**src/rtl/mp_add_pkg.sv**
```systemverilog
// Shared types and constants for the multi-precision add/subtract controller.
package mp_add_pkg;

    typedef enum logic [1:0] {
        IDLE = 2'd0,
        RUN  = 2'd1,
        DONE = 2'd2
    } state_e;

    localparam int LIMB_W     = 8;
    localparam int NBYTES_MIN = 2;
    localparam int NBYTES_MAX = 16;

endpackage

```
**src/rtl/mp_add_ctrl_if.sv**
```systemverilog
// Request/result bundle for mp_add_ctrl; op_sub exists only when MP_ADD_SUB_EN is defined.
interface mp_add_ctrl_if
    import mp_add_pkg::*;
#(
    parameter int NBYTES = 4
);
    logic                       start_valid;
    logic                       start_ready;
    logic [LIMB_W*NBYTES-1:0]   op_a;
    logic [LIMB_W*NBYTES-1:0]   op_b;
`ifdef MP_ADD_SUB_EN
    logic                       op_sub;
`endif
    logic                       res_valid;
    logic                       res_ready;
    logic [LIMB_W*NBYTES-1:0]   result;
    logic                       carry_out;
    logic                       overflow;
    logic                       busy;

    modport master (
        output start_valid, op_a, op_b, res_ready,
`ifdef MP_ADD_SUB_EN
        output op_sub,
`endif
        input  start_ready, res_valid, result, carry_out, overflow, busy
    );

    modport slave (
        input  start_valid, op_a, op_b, res_ready,
`ifdef MP_ADD_SUB_EN
        input  op_sub,
`endif
        output start_ready, res_valid, result, carry_out, overflow, busy
    );

endinterface

```
**src/rtl/addr_8bit.sv**
```systemverilog
// 8-bit ripple adder exposing the carries out of bit 6 and bit 7 for signed-overflow detection.
module addr_8bit (
    input  logic [7:0] a,
    input  logic [7:0] b,
    input  logic       ci,
    output logic [7:0] s,
    output logic       c6,
    output logic       c7
);
    logic [7:0] lo;
    logic [1:0] hi;

    assign lo = {1'b0, a[6:0]} + {1'b0, b[6:0]} + {7'b0, ci};
    assign c6 = lo[7];
    assign hi = {1'b0, a[7]} + {1'b0, b[7]} + {1'b0, c6};
    assign s  = {hi[0], lo[6:0]};
    assign c7 = hi[1];

endmodule

```
**src/rtl/mp_add_ctrl.sv**
```systemverilog
// Multi-precision adder: one 8-bit limb per cycle through a shared addr_8bit.
// Define MP_ADD_SUB_EN to add the op_sub port and a-b support.
//
// state | meaning
// IDLE  | ready for a new operation
// RUN   | processing limb idx_q, LSB limb first
// DONE  | result and flags held until res_ready
module mp_add_ctrl
    import mp_add_pkg::*;
#(
    parameter int NBYTES = 4
) (
    input  logic          clk,
    input  logic          rst_n,
    mp_add_ctrl_if.slave  bus
);
    localparam int W     = LIMB_W * NBYTES;
    localparam int IDX_W = $clog2(NBYTES);
    localparam logic [IDX_W-1:0] LAST_IDX = IDX_W'(NBYTES - 1);

    if (NBYTES < NBYTES_MIN || NBYTES > NBYTES_MAX) begin : g_bad_nbytes
        $error("mp_add_ctrl: NBYTES out of range");
    end

    state_e             state_q, state_d;
    logic [IDX_W-1:0]   idx_q, idx_d;
    logic               carry_q, carry_d;
    logic [W-1:0]       a_q, a_d;
    logic [W-1:0]       b_q, b_d;
    logic [W-1:0]       result_q, result_d;
    logic               carry_out_q, carry_out_d;
    logic               overflow_q, overflow_d;
    logic               sub_mode;

`ifdef MP_ADD_SUB_EN
    logic               sub_q, sub_d;
    assign sub_mode = sub_q;
`else
    assign sub_mode = 1'b0;
`endif

    logic [LIMB_W-1:0]  limb_a, limb_b, limb_s;
    logic               c6, c7;

    assign limb_a = a_q[idx_q*LIMB_W +: LIMB_W];
    assign limb_b = b_q[idx_q*LIMB_W +: LIMB_W] ^ {LIMB_W{sub_mode}};

    addr_8bit u_addr (
        .a  (limb_a),
        .b  (limb_b),
        .ci (carry_q),
        .s  (limb_s),
        .c6 (c6),
        .c7 (c7)
    );

    always_comb begin
        state_d     = state_q;
        idx_d       = idx_q;
        carry_d     = carry_q;
        a_d         = a_q;
        b_d         = b_q;
        result_d    = result_q;
        carry_out_d = carry_out_q;
        overflow_d  = overflow_q;
`ifdef MP_ADD_SUB_EN
        sub_d       = sub_q;
`endif
        unique case (state_q)
            IDLE: begin
                if (bus.start_valid) begin
                    a_d     = bus.op_a;
                    b_d     = bus.op_b;
                    idx_d   = '0;
`ifdef MP_ADD_SUB_EN
                    sub_d   = bus.op_sub;
                    carry_d = bus.op_sub;
`else
                    carry_d = 1'b0;
`endif
                    state_d = RUN;
                end
            end
            RUN: begin
                result_d[idx_q*LIMB_W +: LIMB_W] = limb_s;
                carry_d = c7;
                idx_d   = idx_q + 1'b1;
                if (idx_q == LAST_IDX) begin
                    carry_out_d = c7;
                    overflow_d  = c6 ^ c7;
                    idx_d       = '0;
                    state_d     = DONE;
                end
            end
            DONE: begin
                if (bus.res_ready) begin
                    state_d = IDLE;
                end
            end
            default: state_d = IDLE;
        endcase
    end

    always_ff @(posedge clk or negedge rst_n) begin
        if (!rst_n) begin
            state_q     <= IDLE;
            idx_q       <= '0;
            carry_q     <= 1'b0;
            a_q         <= '0;
            b_q         <= '0;
            result_q    <= '0;
            carry_out_q <= 1'b0;
            overflow_q  <= 1'b0;
`ifdef MP_ADD_SUB_EN
            sub_q       <= 1'b0;
`endif
        end else begin
            state_q     <= state_d;
            idx_q       <= idx_d;
            carry_q     <= carry_d;
            a_q         <= a_d;
            b_q         <= b_d;
            result_q    <= result_d;
            carry_out_q <= carry_out_d;
            overflow_q  <= overflow_d;
`ifdef MP_ADD_SUB_EN
            sub_q       <= sub_d;
`endif
        end
    end

    assign bus.start_ready = (state_q == IDLE);
    assign bus.res_valid   = (state_q == DONE);
    assign bus.busy        = (state_q != IDLE);
    assign bus.result      = result_q;
    assign bus.carry_out   = carry_out_q;
    assign bus.overflow    = overflow_q;

endmodule

```
**src/flat_wrapper.sv**
```systemverilog
// flat-port wrapper written by rule: the top's interface ports become plain ports
module mp_add_ctrl_flat import mp_add_pkg::*;
#(
    parameter int NBYTES = 4
)
  (clk, rst_n, bus_start_valid, bus_op_a, bus_op_b, bus_res_ready, bus_start_ready, bus_res_valid, bus_result, bus_carry_out, bus_overflow, bus_busy);
  mp_add_ctrl_if #(.NBYTES(NBYTES)) bus_i ();
  input  logic clk;
  input  logic rst_n;
  input wire logic [$bits(bus_i.start_valid)-1:0] bus_start_valid;
  input wire logic [$bits(bus_i.op_a)-1:0] bus_op_a;
  input wire logic [$bits(bus_i.op_b)-1:0] bus_op_b;
  input wire logic [$bits(bus_i.res_ready)-1:0] bus_res_ready;
  output wire logic [$bits(bus_i.start_ready)-1:0] bus_start_ready;
  output wire logic [$bits(bus_i.res_valid)-1:0] bus_res_valid;
  output wire logic [$bits(bus_i.result)-1:0] bus_result;
  output wire logic [$bits(bus_i.carry_out)-1:0] bus_carry_out;
  output wire logic [$bits(bus_i.overflow)-1:0] bus_overflow;
  output wire logic [$bits(bus_i.busy)-1:0] bus_busy;
  assign bus_i.start_valid = bus_start_valid;
  assign bus_i.op_a = bus_op_a;
  assign bus_i.op_b = bus_op_b;
  assign bus_i.res_ready = bus_res_ready;
  assign bus_start_ready = bus_i.start_ready;
  assign bus_res_valid = bus_i.res_valid;
  assign bus_result = bus_i.result;
  assign bus_carry_out = bus_i.carry_out;
  assign bus_overflow = bus_i.overflow;
  assign bus_busy = bus_i.busy;
  mp_add_ctrl #(.NBYTES(NBYTES)) u_core (.clk(clk), .rst_n(rst_n), .bus(bus_i));
endmodule
```
**config.mk**
```make
export PLATFORM = sky130hd
export DESIGN_NAME = mp_add_ctrl_flat
export DESIGN_NICKNAME = d
export VERILOG_FILES = /design/src/rtl/mp_add_pkg.sv /design/src/rtl/mp_add_ctrl_if.sv /design/src/rtl/addr_8bit.sv /design/src/rtl/mp_add_ctrl.sv /design/src/flat_wrapper.sv
export SDC_FILE = /design/constraint.sdc
export NUM_CORES = 1
export LEC_CHECK = 0
export CAP_MARGIN = 20
export CORE_MARGIN = 2
export CORE_UTILIZATION = 51
export DETAILED_ROUTE_END_ITERATION = 7
export PLACE_DENSITY = 0.91
export SLEW_MARGIN = 40
export SYNTH_ARGS = -nofsm -noshare
export SYNTH_HDL_FRONTEND = slang
export SYNTH_SLANG_ARGS = --single-unit
```
**constraint.sdc**
```tcl
create_clock -name clk -period 4.4 [get_ports clk]
set_clock_uncertainty 0.2 [all_clocks]
set_input_delay 0.88 -clock clk [delete_from_list [all_inputs] [get_ports clk]]
set_output_delay 0.88 -clock clk [all_outputs]
set_load 0.05 [all_outputs]
```
==> results of run 1 <==
[cells in the mapped netlist (all sizes together), types with 2 or more instances]
cell / number
a22o: 17
mux4: 16
fa: 3
nor2b: 3
nand4: 2
buf: 11
mux2: 64
nand3: 2
a21oi: 2
xor2: 2
a22oi: 2
nor3: 3
nor2: 5
o21ai: 21
or2: 2
inv: 12
or3: 3
nand2b: 2
a21o: 2
dfrtp: 103
ha: 12
nand2: 26
[per-layer routing]
layer / up-vias / part of all wire (%)
li1: 1426 / -
met1: 1622 / 42
met2: 128 / 51
met3: 16 / 5.5
met4: 0 / 1.8
met5: - / 0
[registers in the layout, summed over array words and instances, names as in the netlist]
signal / count
u_core.a_q: 32
u_core.b_q: 32
u_core.bus.carry_out: 1
u_core.bus.overflow: 1
u_core.bus.result: 32
u_core.carry_q: 1
u_core.idx_q: 2
u_core.state_q: 2
[layout make-up]
class / count / area share (%)
Clock inverter: 4 / 0.519
Multi-Input combinational cell: 204 / 33.2
Clock buffer: 11 / 2.51
Tap cell: 111 / 2.30
Timing Repair Buffer: 109 / 18.0
Sequential cell: 103 / 42.8
Inverter: 12 / 0.748
[critical path, delay by kind of cell, from the launching register on]
family / cells / cell delay (ps)
AND/OR/NAND/NOR: 1 / 60
buffers and inverters: 1 / 290
adder cells (fa/ha/maj): 2 / 840
AO/OA/AOI/OAI: 6 / 1310
multiplexers: 1 / 580
flip-flops: 1 / 360
[metrics by stage]
stage | power [W] | instances | hold slack [ps] | utilization [%]
after floorplan | 0.00396 | 331 | 268 | -
final | 0.00543 | 554 | 293 | 66.2
after CTS | 0.00543 | 554 | 297 | 66.1
after detailed placement | 0.00486 | 539 | 275 | 64.1
after global placement | 0.00471 | 539 | 261 | 64.1
after global routing | 0.00576 | 554 | 323 | 66.2
[cell families after synthesis]
family                   Yosys count  share of synthesized area [%]
AO/OA/AOI/OAI                     52                           8.06
XOR/XNOR                           3                          0.557
adder cells (fa/ha/maj)           15                           4.45
buffers and inverters             24                           3.07
flip-flops                       103                           54.6
multiplexers                      81                           23.1
AND/OR/NAND/NOR                   53                           6.15
[worst max-delay path by stage]
stage                     from             endpoint  slack, ps  depth (start not counted)
2_1_floorplan  u_core.idx_q[1]  u_core.bus.overflow        900                         11
6_report       u_core.idx_q[0]  u_core.bus.overflow        720                         11
3_5_place_dp   u_core.idx_q[0]  u_core.bus.overflow        740                         11
4_1_cts        u_core.idx_q[0]  u_core.bus.overflow        720                         11
5_1_grt        u_core.idx_q[1]  u_core.bus.overflow        490                         11
3_3_place_gp   u_core.idx_q[0]  u_core.bus.overflow        920                         11
[power by group]
part           leakage [nW]  total (W)  internal [W]  switching [W]
Clock                0.0836   0.000546      0.000235       0.000311
Sequential             1.28    0.00168       0.00138       0.000305
Combinational          1.18    0.00320       0.00139        0.00181
Total                  2.55    0.00543       0.00300        0.00243
==> results.json, run 1 <==
{
  "p_per_area_nw_per_um2": 901,
  "postCtsSetupRepairBufs": 0,
  "worstPathMaxFanout": 18,
  "core_um2": 9110,
  "clk_path_buf_depth": 2,
  "final_area_um2": 6030,
  "clock_latency_ps": 360,
  "postRouteAntennaNets": 0,
  "place_hpwl_um": 8090,
  "drcViolationCount": 0,
  "synth.net_count": 414,
  "drtIter0Drc": 174,
  "finalCritPeriodShare_pct": 83.7,
  "cap_viol_max_count": 0,
  "drt_first_pass_iters": 4,
  "syn_area_per_cell_um2": 14.3,
  "top_usage_layer": "met2",
  "yosys_warnings": 0,
  "cts_hold_buf": 0,
  "tightest_slew_ps": 795,
  "grt_use_total_pct": 22.4,
  "die_width_um": 100,
  "dp_worst_setup_slack_ps": 740,
  "crit_chain": "buf_4, mux4_2, ha_1, a21o_1, a21oi_1, o21ai_0, a31oi_1, fa_1, a211o_1, o311a_1, nand2_1",
  "drive_above_1_share_pct": 26.4,
  "cts_max_level": 3,
  "min_to": "u_core.bus.result[25]",
  "wire_per_inst_um": 19.3,
  "fin_nets": 522,
  "wirelength_um": 10700,
  "setup_viol_count_final": 0,
  "cpMaxStageDelayCell": "mux4_2",
  "cts.clk_slew.worst_paths_ps": 100,
  "synth.ff_latch_count": 103,
  "final_cell_mix": "clkdlybuf4s50_1 (103), dfrtp_1 (103), mux2_2 (64)",
  "final_max_slew_viol_count": 0,
  "cpPeakStageDelay_ps": 580,
  "io-pin-count": 105,
  "r2r-end": "u_core.bus.overflow",
  "cts_tree": "yes",
  "critPathRequiredTime_ps": 4500,
  "area_delta_synth_final_pct": 27.6,
  "numCtsBuffers": 9,
  "seq_area_um2": 2580,
  "power.leakage_nw": 2.55,
  "vias": 3192,
  "cts_resized": 0,
  "start_util_pct": 51.8,
  "die-area_um2": 10000,
  "setup_ws_ps": 715,
  "met3_usage_pct": 3.69,
  "grt_util_met2_pct": 37.6,
  "end_kind": "flop",
  "synth_area_um2": 4720,
  "cts_root_buffer": "clkbuf_8",
  "overflow": 0,
  "fin_crit_ps": 3680,
  "antenna_found_initial": 0,
  "hold-path-cell-count": 2,
  "synth.distinct_cells": 47,
  "vdd_drop_max_uv": 407,
  "hp-start": "u_core.bus.result[25]",
  "finalSetupTns_ps": 0,
  "r2r_setup_slack_ps": 720,
  "n_antenna_cell": 0,
  "clock.fmax_ghz": 0.271,
  "grt_start_max_net_pins": 88,
  "port_buffers": 104,
  "hold_viol": 0,
  "synth.area.top_cells": "dfrtp_1 (55%), mux2_2 (15%), mux4_2 (7.6%)",
  "netlist.top_cell.by_area": "dfrtp_1",
  "maxSlewHeadroom_pct": 47.0,
  "multi_input_area_um2": 2000,
  "r2r-start": "u_core.idx_q[0]",
  "reg2regPathDepth": 11,
  "grt_pass1_vias": 3310,
  "ys.flop_type": "dfrtp_1",
  "path_class": "reg2reg",
  "rsz0062_at_grt": "false",
  "status": "complete, no violations",
  "place_area_um2": 5840,
  "synth_top_area_share_pct": 54.6,
  "viasPerCell": 5.76,
  "seq_area_frac_synth_pct": 54.6,
  "cts_sinks": 103,
  "startpoint_type": "flop",
  "fillCellCount": 664,
  "die_y_um": 100,
  "use_met1_pct": 30.3,
  "synth_edf_count": 0,
  "synthArstFlopShare_pct": 100,
  "critical_path_arrival_ps": 3790,
  "place.gp.congestion": 0.798,
  "grt_pass1_wl_um": 17300,
  "syn_inst": 331,
  "num_rows": 35,
  "hp-class": "reg2reg"
}
Note: power is estimated with default switching activity, not from simulation.
==> inputs of run 2 (changes only) <==
Clock period 4.4 ns to 3.45 ns, I/O delays scaled along.
==> results.json, run 2 (synthesis results as in run 1) <==
{
  "critical_path_arrival_ps": 3300,
  "whs_ps": 127,
  "final_area_um2": 6160,
  "startpoint_type": "flop",
  "overflow": 0,
  "clock.fmax_ghz": 0.308,
  "numCtsBuffers": 9,
  "power.share.sequential_pct": 28.9,
  "r2r-start": "u_core.idx_q[0]",
  "cpMaxStageDelayCell": "mux4_2",
  "tightest_slew_ps": 734,
  "fin_crit_ps": 3250,
  "final_max_slew_viol_count": 0,
  "drtIter0Drc": 229,
  "power.leakage_nw": 2.61,
  "place.gp.congestion": 0.788,
  "clk_path_buf_depth": 2,
  "grt_pass1_vias": 3388,
  "p_per_area_nw_per_um2": 1180,
  "die_y_um": 100,
  "finalCritPeriodShare_pct": 94.1,
  "r2r_setup_slack_ps": 200,
  "die_width_um": 100,
  "drive_above_1_share_pct": 27.9,
  "io-pin-count": 105,
  "seq_area_um2": 2580,
  "critPathRequiredTime_ps": 3500,
  "drcViolationCount": 0,
  "cts_tree": "yes",
  "postRouteAntennaNets": 0,
  "fin_nets": 524,
  "cpPeakStageDelay_ps": 520,
  "setup_viol_count_final": 0,
  "cap_viol_max_count": 0,
  "p_switching_w": 0.00314,
  "cts_resized": 1,
  "status": "complete, no violations",
  "core_um2": 9110,
  "multi_input_area_um2": 2020,
  "end_kind": "flop",
  "drt_first_pass_iters": 4,
  "grt_start_max_net_pins": 59,
  "fillCellCount": 651,
  "clock_latency_ps": 370,
  "vdd_drop_max_uv": 579,
  "layout_commonest_cell": "clkdlybuf4s50_1",
  "place_hpwl_um": 8070,
  "reg2regPathDepth": 11,
  "start_util_pct": 51.8,
  "switching_share_pct": 43.2,
  "n_antenna_cell": 0,
  "path_class": "reg2reg",
  "maxSlewHeadroom_pct": 50.6,
  "cts_sinks": 103,
  "die-area_um2": 10000,
  "vias": 3225,
  "antenna_found_initial": 0,
  "final_cell_mix": "clkdlybuf4s50_1 (103), dfrtp_1 (102), mux2_2 (64)",
  "postCtsSetupRepairBufs": 0,
  "cp_num_buf_inv": 1,
  "num_rows": 35,
  "hold_viol": 0,
  "port_buffers": 104,
  "cts_max_level": 3,
  "cts_root_buffer": "clkbuf_8",
  "wire_per_inst_um": 19.1,
  "area_delta_synth_final_pct": 30.6,
  "hp-class": "in2async",
  "cts.clk_slew.worst_paths_ps": 90,
  "grt_pass1_wl_um": 17400,
  "crit_family": "compound AO/OA/AOI/OAI gates",
  "viasPerCell": 5.80,
  "intPower_w": 0.00412,
  "place_area_um2": 5900,
  "p_comb_share_pct": 58.7,
  "rsz0062_at_grt": "false",
  "worstPathMaxFanout": 13,
  "r2r-end": "u_core.bus.overflow",
  "wirelength_um": 10600,
  "cts_hold_buf": 0,
  "grt_use_total_pct": 22.6,
  "crit_chain": "buf_12, mux4_2, fa_1, a21o_1, a21oi_2, o21ai_2, a31oi_2, fa_2, a211o_1, o311a_1, nand2_1",
  "clockPowerShare_pct": 12.4
}
-- run 2: layout make-up --
cell class | count | share of cell area, %
Clock buffer | 10 | 2.23
Inverter | 12 | 0.731
Multi-Input combinational cell | 204 | 32.7
Tap cell | 111 | 2.25
Sequential cell | 103 | 41.8
Clock inverter | 5 | 1.73
Timing Repair Buffer | 111 | 18.5
-- run 2: power groups by stage --
stage          Sequential, W  Combinational [W]  Clock (W)
6_report             0.00210            0.00426   0.000902
5_1_grt              0.00215            0.00458   0.000969
4_1_cts              0.00209            0.00421   0.000908
3_5_place_dp         0.00211            0.00415          0
3_3_place_gp         0.00209            0.00396          0
2_1_floorplan        0.00244            0.00262          0
-- run 2: worst reg2reg max path: cells and delay by family, from the launching register on --
| kind | cells | cell delay (ps) |
|---|---|---|
| buffers and inverters | 1 | 160 |
| DFF | 1 | 420 |
| AOI/OAI and AO/OA | 6 | 1090 |
| muxes | 1 | 520 |
| adders and majority gates | 2 | 690 |
| and+or+nand+nor | 1 | 60 |
-- run 2: worst max-delay path by stage --
stage | cells after the start | startpoint | endpoint | slack (ps)
after floorplan | 11 | u_core.idx_q[0] | u_core.bus.overflow | 110
after global placement | 11 | u_core.idx_q[0] | u_core.bus.overflow | 180
after detailed placement | 11 | u_core.idx_q[0] | u_core.bus.overflow | -30
after CTS | 11 | u_core.idx_q[0] | u_core.bus.overflow | 40
after global routing | 9 | u_core.idx_q[0] | u_core.bus.result[23] | 30
final | 11 | u_core.idx_q[0] | u_core.bus.overflow | 200
-- run 2: per-stage QoR --
step | cells | total power (W) | util (%) | worst slack, ps | setup TNS (ps)
floorplan | 331 | 0.00506 | - | 113 | 0
global placement | 541 | 0.00605 | 64.8 | 182 | 0
detailed placement | 541 | 0.00627 | 64.8 | -32.2 | -32.2
CTS | 556 | 0.00720 | 67.5 | 38.9 | 0
global route | 556 | 0.00770 | 67.7 | 31.3 | 0
finish | 556 | 0.00726 | 67.7 | 203 | 0
-- run 2: layer usage --
layer	wire length, µm	global-route usage [%]	part of all wire, %	vias up
li1	-	-	-	1431
met4	91	4.74	0.86	0
met3	790	5.43	7.4	8
met2	5430	38.8	51	154
met1	4310	29.6	41	1632
met5	0	0	0	-
